<file path="config.mk">
export PLATFORM = sky130hd
export DESIGN_NAME = arb_requester
export DESIGN_NICKNAME = d
export VERILOG_FILES = /design/src/rtl/arb_requester.sv
export SDC_FILE = /design/constraint.sdc
export NUM_CORES = 1
export LEC_CHECK = 0
export CORE_UTILIZATION = 51
export DETAILED_ROUTE_END_ITERATION = 7
export HOLD_SLACK_MARGIN = 0.08
export PLACE_DENSITY = 0.71
export SKIP_CTS_REPAIR_TIMING = 1
export SLEW_MARGIN = 30
export SYNTH_ARGS = -nofsm -noshare
export SYNTH_HDL_FRONTEND = slang
export SYNTH_SLANG_ARGS = --single-unit
</file>
<file path="constraint.sdc">
create_clock -name clk -period 2.4 [get_ports clk]
set_input_delay 0.24 -clock clk [delete_from_list [all_inputs] [get_ports clk]]
set_output_delay 0.24 -clock clk [all_outputs]
set_load 0.01 [all_outputs]
</file>
<file path="src/rtl/arb_requester.sv">
`default_nettype none
// ============================================================================
//  Module      : arb_requester
//  Description : Requester side of a two-wire request/grant arbitration
//                handshake. Local logic queues bus-tenure jobs (burst
//                lengths) into a small FIFO. Each job is played out as:
//                raise request, wait for grant, own the bus for the job
//                length, release, then wait for grant to drop. Grant-wait
//                timeouts and illegal arbiter behaviour are reported through
//                sticky error flags.
//  Revision    : 1.0 - initial release
// ----------------------------------------------------------------------------
//  Parameters
//    FIFO_DEPTH  job queue entries (power of two, >= 2)
//    LEN_W       width of the job length field
//    TIMEOUT     cycles waited in REQ without grant before abort (1..255)
//  Ports
//    clk          in   clock, rising edge
//    reset        in   synchronous active-high reset
//    job_valid    in   job offered by local logic
//    job_len      in   tenure length in cycles (0 behaves as 1)
//    job_ready    out  queue can accept a job (not full)
//    request      out  registered request to the arbiter
//    grant        in   grant from the arbiter
//    bus_active   out  high exactly during owned cycles
//    done         out  one-cycle pulse on normal job completion
//    timeout_err  out  sticky: grant wait exceeded TIMEOUT
//    proto_err    out  sticky: illegal grant behaviour seen
//    err_clr      in   clears both sticky error flags
//    job_cnt      out  completed job count, saturates at 255
// ============================================================================
module arb_requester #(
  parameter int FIFO_DEPTH = 4,
  parameter int LEN_W      = 4,
  parameter int TIMEOUT    = 15
) (
  input  logic             clk,
  input  logic             reset,
  input  logic             job_valid,
  input  logic [LEN_W-1:0] job_len,
  output logic             job_ready,
  output logic             request,
  input  logic             grant,
  output logic             bus_active,
  output logic             done,
  output logic             timeout_err,
  output logic             proto_err,
  input  logic             err_clr,
  output logic [7:0]       job_cnt
);

  localparam int             AW          = $clog2(FIFO_DEPTH);
  localparam logic [AW:0]    FULL_CNT    = (AW+1)'(FIFO_DEPTH);
  localparam logic [7:0]     TIMEOUT_CNT = 8'(TIMEOUT);
  localparam logic [LEN_W-1:0] LEN_ONE   = LEN_W'(1);

  typedef enum logic [1:0] {
    S_IDLE = 2'd0,
    S_REQ  = 2'd1,
    S_OWN  = 2'd2,
    S_REL  = 2'd3
  } state_t;

  // --------------------------------------------------------------------------
  // Job FIFO
  // --------------------------------------------------------------------------
  logic [LEN_W-1:0] fifo_mem [FIFO_DEPTH];
  logic [AW-1:0]    wr_ptr;
  logic [AW-1:0]    rd_ptr;
  logic [AW:0]      fifo_cnt;
  logic [LEN_W-1:0] head_len;
  logic             push;
  logic             pop;

  assign job_ready = (fifo_cnt != FULL_CNT);
  assign push      = job_valid && job_ready;
  assign head_len  = fifo_mem[rd_ptr];

  // Pointers wrap naturally because the depth is a power of two.
  always_ff @(posedge clk) begin
    if (reset) begin
      wr_ptr   <= '0;
      rd_ptr   <= '0;
      fifo_cnt <= '0;
    end else begin
      if (push) begin
        fifo_mem[wr_ptr] <= job_len;
        wr_ptr           <= wr_ptr + 1'b1;
      end
      if (pop) begin
        rd_ptr <= rd_ptr + 1'b1;
      end
      case ({push, pop})
        2'b10:   fifo_cnt <= fifo_cnt + 1'b1;
        2'b01:   fifo_cnt <= fifo_cnt - 1'b1;
        default: fifo_cnt <= fifo_cnt;
      endcase
    end
  end

  // --------------------------------------------------------------------------
  // Tenure state machine
  // --------------------------------------------------------------------------
  state_t           state;
  state_t           state_nxt;
  logic             request_nxt;
  logic             bus_active_nxt;
  logic             done_nxt;
  logic [LEN_W-1:0] len_cnt;
  logic [LEN_W-1:0] len_cnt_nxt;
  logic [7:0]       wait_cnt;
  logic [7:0]       wait_cnt_nxt;
  logic             timeout_set;
  logic             proto_set;
  logic             cnt_inc;

  always_comb begin
    state_nxt      = state;
    request_nxt    = request;
    bus_active_nxt = bus_active;
    done_nxt       = 1'b0;
    len_cnt_nxt    = len_cnt;
    wait_cnt_nxt   = wait_cnt;
    pop            = 1'b0;
    timeout_set    = 1'b0;
    proto_set      = 1'b0;
    cnt_inc        = 1'b0;

    case (state)
      S_IDLE: begin
        // The arbiter must never grant a port that is not requesting.
        if (grant) begin
          proto_set = 1'b1;
        end
        if (fifo_cnt != '0) begin
          pop          = 1'b1;
          len_cnt_nxt  = (head_len == '0) ? LEN_ONE : head_len;
          wait_cnt_nxt = '0;
          request_nxt  = 1'b1;
          state_nxt    = S_REQ;
        end
      end

      S_REQ: begin
        if (grant) begin
          bus_active_nxt = 1'b1;
          state_nxt      = S_OWN;
        end else if (wait_cnt == TIMEOUT_CNT) begin
          // Abort: the job is dropped without done or a count update.
          timeout_set = 1'b1;
          request_nxt = 1'b0;
          state_nxt   = S_REL;
        end else begin
          wait_cnt_nxt = wait_cnt + 8'd1;
        end
      end

      S_OWN: begin
        // The final owned cycle completes normally whatever grant does.
        if (len_cnt == LEN_ONE) begin
          request_nxt    = 1'b0;
          bus_active_nxt = 1'b0;
          done_nxt       = 1'b1;
          cnt_inc        = 1'b1;
          state_nxt      = S_REL;
        end else if (!grant) begin
          proto_set      = 1'b1;
          request_nxt    = 1'b0;
          bus_active_nxt = 1'b0;
          state_nxt      = S_REL;
        end else begin
          len_cnt_nxt = len_cnt - LEN_ONE;
        end
      end

      S_REL: begin
        // At least one cycle here keeps request low >= 2 cycles between jobs.
        if (!grant) begin
          state_nxt = S_IDLE;
        end
      end

      default: begin
        state_nxt = S_IDLE;
      end
    endcase
  end

  always_ff @(posedge clk) begin
    if (reset) begin
      state       <= S_IDLE;
      request     <= 1'b0;
      bus_active  <= 1'b0;
      done        <= 1'b0;
      len_cnt     <= '0;
      wait_cnt    <= '0;
      timeout_err <= 1'b0;
      proto_err   <= 1'b0;
      job_cnt     <= '0;
    end else begin
      state      <= state_nxt;
      request    <= request_nxt;
      bus_active <= bus_active_nxt;
      done       <= done_nxt;
      len_cnt    <= len_cnt_nxt;
      wait_cnt   <= wait_cnt_nxt;

      // A new error event takes priority over a simultaneous clear.
      if (timeout_set) begin
        timeout_err <= 1'b1;
      end else if (err_clr) begin
        timeout_err <= 1'b0;
      end

      if (proto_set) begin
        proto_err <= 1'b1;
      end else if (err_clr) begin
        proto_err <= 1'b0;
      end

      if (cnt_inc && (job_cnt != 8'hFF)) begin
        job_cnt <= job_cnt + 8'd1;
      end
    end
  end

endmodule
`default_nettype wire

</file>
## After elaboration in Yosys (flattened, before gate mapping)

Memories as Yosys holds them, arrays and structs flattened. A register that Yosys moved wholly into a read port is not among the register bits.
Cells that the tools add are included.

- $add $sub $neg: 7
- Equality and inequality tests: 19
- Muxes and demuxes: 44
- Reduce and logical (&&, ||, !) cells: 17

Operators by type and width:

| operator | number |
|---|---|
| 8-bit 2-to-1 mux | 3 |
| 1-bit 2-to-1 mux | 22 |
| 8-bit by 1-bit adder with 8-bit output, second input constant | 2 |
| 2-bit 2-to-1 mux | 8 |
| 4-bit 2-to-1 mux | 4 |
| 2-bit != test, second input constant | 8 |
| 8-bit one-hot mux with 2 select lines | 1 |
| 4-bit AND reduction | 3 |
| 2-bit nonzero test | 6 |
| 3-bit != test, second input constant | 3 |
| 8-bit by 4-bit == test with 1-bit output, second input constant | 1 |
| 8-bit != test, second input constant | 1 |
| 2-bit one-hot mux with 4 select lines | 1 |
| 4-bit one-hot mux with 2 select lines | 1 |
| 2-bit == test, second input constant | 3 |
| 3-bit one-hot mux with 2 select lines | 1 |
| 3-bit nonzero test | 2 |
| 5-bit AND reduction | 1 |
| 2-bit by 1-bit adder with 2-bit output, second input constant | 2 |
| 2-bit by 1-bit == test with 1-bit output, second input constant | 2 |
| 4-bit by 1-bit == test with 1-bit output, second input constant | 1 |
| 4-bit logical NOT | 1 |
| 1-bit one-hot mux with 2 select lines | 2 |
| 4-bit by 1-bit subtractor with 4-bit output, second input constant | 1 |
| 6 further kinds | 7 |

- Register bits: 34
- RAM bits: 16
- Bits of input ports: 9
- Output and inout bits: 14
- Word-level logic and storage cells: 100
- Memories kept: 1

Memory list:

| name | depth | bits a word | read ports | clocked after Yosys merged registers in | wr ports | line | text |
|---|---|---|---|---|---|---|---|
| fifo_mem | 4 | 4 | 1 | 1 | 1 | 67 | `logic [LEN_W-1:0] fifo_mem [FIFO_DEPTH];` |

## Logic depth before layout (Yosys ltp)

Gate-level depths: netlist of run 1.

- Depth after elaboration: 5
- Depth in mapped cells: 9
- Depth with buffers taken out: 8

## Least setup slack after synthesis of run 1

Ideal clock, no wire load.

- Kind: reg-to-reg
- Start: register state[0]
- End: register fifo_cnt[2]
- Library setup time: 0.070 ns
- Arrival time: 1.976 ns
- Required time: 2.330 ns
- Path slack: 0.354 ns
- Cell stages (with the launch flop): 9
- Path buffers: 0
- Clock period less this slack: 2.046 ns
- Path through: dfxtp_1 > inv_1 > ha_1 > o31a_1 > ha_1 > fa_1 > xnor2_1 > or3_1 > a21oi_1

- Cells in the longest elaborated chain, start to end: 4
- Elaborated cells on any way between the ends: 6
- Classes of those cells: 2 x eq/ne; 2 x mux; 2 x reduce/logical

Ends and longest elaborated chain:

| element | line | text |
|---|---|---|
| start: declaration | 104 | `state_t state;` |
| start signal: assignment | 201 | `state <= state_nxt;` |
| 2-bit logical NOT * | 129 | `case (state)` |
| 1-bit 2-to-1 mux * | 129 |  |
| named net pop | 73 | `logic pop;` |
| 2-bit by 1-bit == test with 1-bit output / 2-bit == test (equally long branches) | 93 | `case ({push, pop})` |
| 3-bit one-hot mux with 2 select lines / 2-bit nonzero test (equally long branches) | - |  |
| end signal: assignment | 94 | `2'b10: fifo_cnt <= fifo_cnt + 1'b1;` |
| end signal: assignment | 95 | `2'b01: fifo_cnt <= fifo_cnt - 1'b1;` |
| end signal: assignment | 96 | `default: fifo_cnt <= fifo_cnt;` |
| end: declaration | 70 | `logic [AW:0] fifo_cnt;` |

The timed path passes the listed nets; every way through them passes the cells marked *.
A chain may end at the register's enable or synchronous reset.

## Worst setup path after layout of run 1

Ends and elaborated chain as after synthesis.

==> results of run 1 <==
## cell usage in the layout, fill, tap and decap left out, types with 5 or more instances in the layout
cell              n
xor2_1            8
nand2_1          13
clkdlybuf4s50_1  22
xnor2_1           9
inv_1            13
nor2_1           34
o21ai_0           8
and3_1            5
edfxtp_1         16
ha_1             14
a21oi_1          10
and2_1            5
clkbuf_8          5
dfxtp_1          36
## power groups by stage
stage / sequential, W / combinational, W / clock [W]
after floorplan: 0.00115 / 0.000857 / 0
after global placement: 0.00117 / 0.00109 / 0
after detailed placement: 0.00117 / 0.00110 / 0
after CTS: 0.00115 / 0.00111 / 0.000470
after global routing: 0.00117 / 0.00126 / 0.000506
final: 0.00115 / 0.00110 / 0.000453
## worst max-delay path by stage
stage,start,to
finish,state[0],fifo_cnt[2]
global route,state[1],fifo_cnt[2]
floorplan,state[0],fifo_cnt[2]
detailed placement,job_valid,fifo_cnt[2]
CTS,state[1],fifo_cnt[2]
global placement,job_valid,fifo_cnt[2]
## logic make-up after synthesis
kind of cell / Yosys count / synth area share [%]
compound gates: 42 / 12.53
buf+inv: 19 / 3.004
simple gates: 76 / 15.84
flops: 52 / 48.88
mux: 9 / 5.754
fa+ha+maj: 15 / 7.943
xor+xnor: 17 / 6.059
## critical path, cell delays in order (launching register included)
cell,delay [ps]
dfxtp_1,380
inv_1,110
ha_1,230
o31a_1,160
ha_1,240
fa_1,380
xnor2_1,150
or3_1,310
a21oi_1,140
## routing by layer
layer  global-route usage [%]  share of wire [%]  wire length, um  up-vias
met3                    3.797                4.0              164        5
met5                        0                  0                0        -
met1                    26.31                 52             2145      733
met2                    26.98                 42             1742       36
met4                    8.222                1.3               54        0
li1                         -                  -                -      872
## registers in the layout (all words and copies together) (netlist names), 2 cells and up, named ones only
signal    cells
fifo_cnt      3
fifo_mem     16
job_cnt       8
len_cnt       4
rd_ptr        2
state         2
wait_cnt      8
wr_ptr        2
## metrics by stage
stage / power, W / hold slack [ps] / setup slack (ps)
2_1_floorplan: 0.002004 / 338.9 / 353.7
3_3_place_gp: 0.002253 / 494.0 / 302.0
3_5_place_dp: 0.002269 / 495.3 / 247.1
4_1_cts: 0.002727 / 507.3 / 251.5
5_1_grt: 0.002929 / 543.9 / 133.0
6_report: 0.002705 / 503.5 / 228.1
## area by class of cell
cell class,instances,area (um^2)
inverter,13,48.80
sequential,52,1201
multi-input combinational,159,1182
clock buffer,5,68.82
tap,52,65.06
clock inverter,2,7.507
timing repair buffer,26,250.2
fill,378,1680
==> reports/results.tsv, run 1 <==
metric	value	unit
initial antenna violation count	0	
TritonRoute pass-1 iters	4	
Flop pwr share	42.4	%
Clock Sinks	52	
synth top area cells	dfxtp_1, edfxtp_1, ha_1	
clock-pin slew on the worst setup and hold paths	80	ps
Yosys cell types	46	
worst-path maximum fanout	4	
Die Width	71.42	um
cts bufs inserted	5	
Top Ports	23	
final hold violation count	0	
Remaining Overflow, GRT	0	
Final #Nets	281	
Yosys top cell by area	dfxtp_1	
# diodes	0	
P_sw	0.0009608	W
htree depth	2	
Total Routing Usage GR	18.38	%
vias per cell	5.327	
WL final	4106	um
initial core utilization	54.56	%
Min-Delay Path Class	reg -> reg	
CTS root buf	clkbuf_8	
max_cap viols	0	
RR Startpoint	state[0]	
routed length per placed instance	13.29	um
GP Congestion	0.7879	
Die ar.	5100	um^2
Most used DFF post-synth	dfxtp_1	
CP Data Arrival Time	2400	ps
Core Box Area	4504	um^2
Syn. warnings	0	
part of the power in the clock network	16.7	%
first-pass GRT wire length	7238	um
Hold Startpoint	wr_ptr[1]	
Setup crit start kind	register	
Residual DRC	0	
status	complete, no violations	
EDFF count, synth	16	
max_slew headroom	63.65	%
RSZ-0062 raised after global routing	no	
CTS tree	yes	
Final Skew	5.921	ps
part of the cycle the worst path needs	90.49	%
Slew @ Worst Pin	531.5	ps
share of the synthesized area in the top cell type	29.33	%
Seq cells post-synth	52	
Synth Area per Inst	10.68	um^2
Clk Latency, worst-skew pair	300	ps
DR iter-0 viols	109	
Core Util, Final	62.69	%
Final HPWL DP	3043	um
Die Y	71.42	um
FF-to-FF End	fifo_cnt[2]	
syn_nets	254	
via count	1646	
Async S/R FF share, synth	0	%
WHS Path Cells	2	
Clock Path Buffers	2	
R2R cell count	8	
largest net degree at the start of global routing	20	
Routed Antenna Nets	0	
share of cells above drive strength 1	9.339	%
register area share after synthesis	48.88	%
R2R setup slack	230	ps
area delta synth->final	14.92	%
most frequent cells after synthesis	dfxtp_1, nor2_1, edfxtp_1, ha_1	
Worst setup EP type	register	
vias in the first global route	1616	
design area	2824	um^2
PwrDens	958.0	nW/um^2
Hold Path Sink	wr_ptr[1]	
Max Freq	0.4604	GHz
mapped cell area	2457	um^2
cells after synthesis	230	
setup_tns	0	ps
Placed Cells	302	
Final setup viols	0	
VDD IR max	0.0005721	V
Logic pwr share	40.8	%
minimum clock period	2172	ps
Int Pwr	0.001745	W
num rows	24	
critical path class	reg -> reg	
Final Non-Filler Cells	309	
most frequent cell after synthesis	dfxtp_1	
switching power share of the total	35.51	%
IO buf count	22	
Leak Pwr	1.056	nW
Req. time, crit path	2620	ps
placed inst area	2748	um^2
Slew Limit Fails	0	
(Power assumes the default switching activity.)
==> inputs of run 2 (changes only) <==
Settings changed: CAP_MARGIN set to 5.
==> results of run 2 <==
Final layout, timing and power as in run 1 (identical DEF).
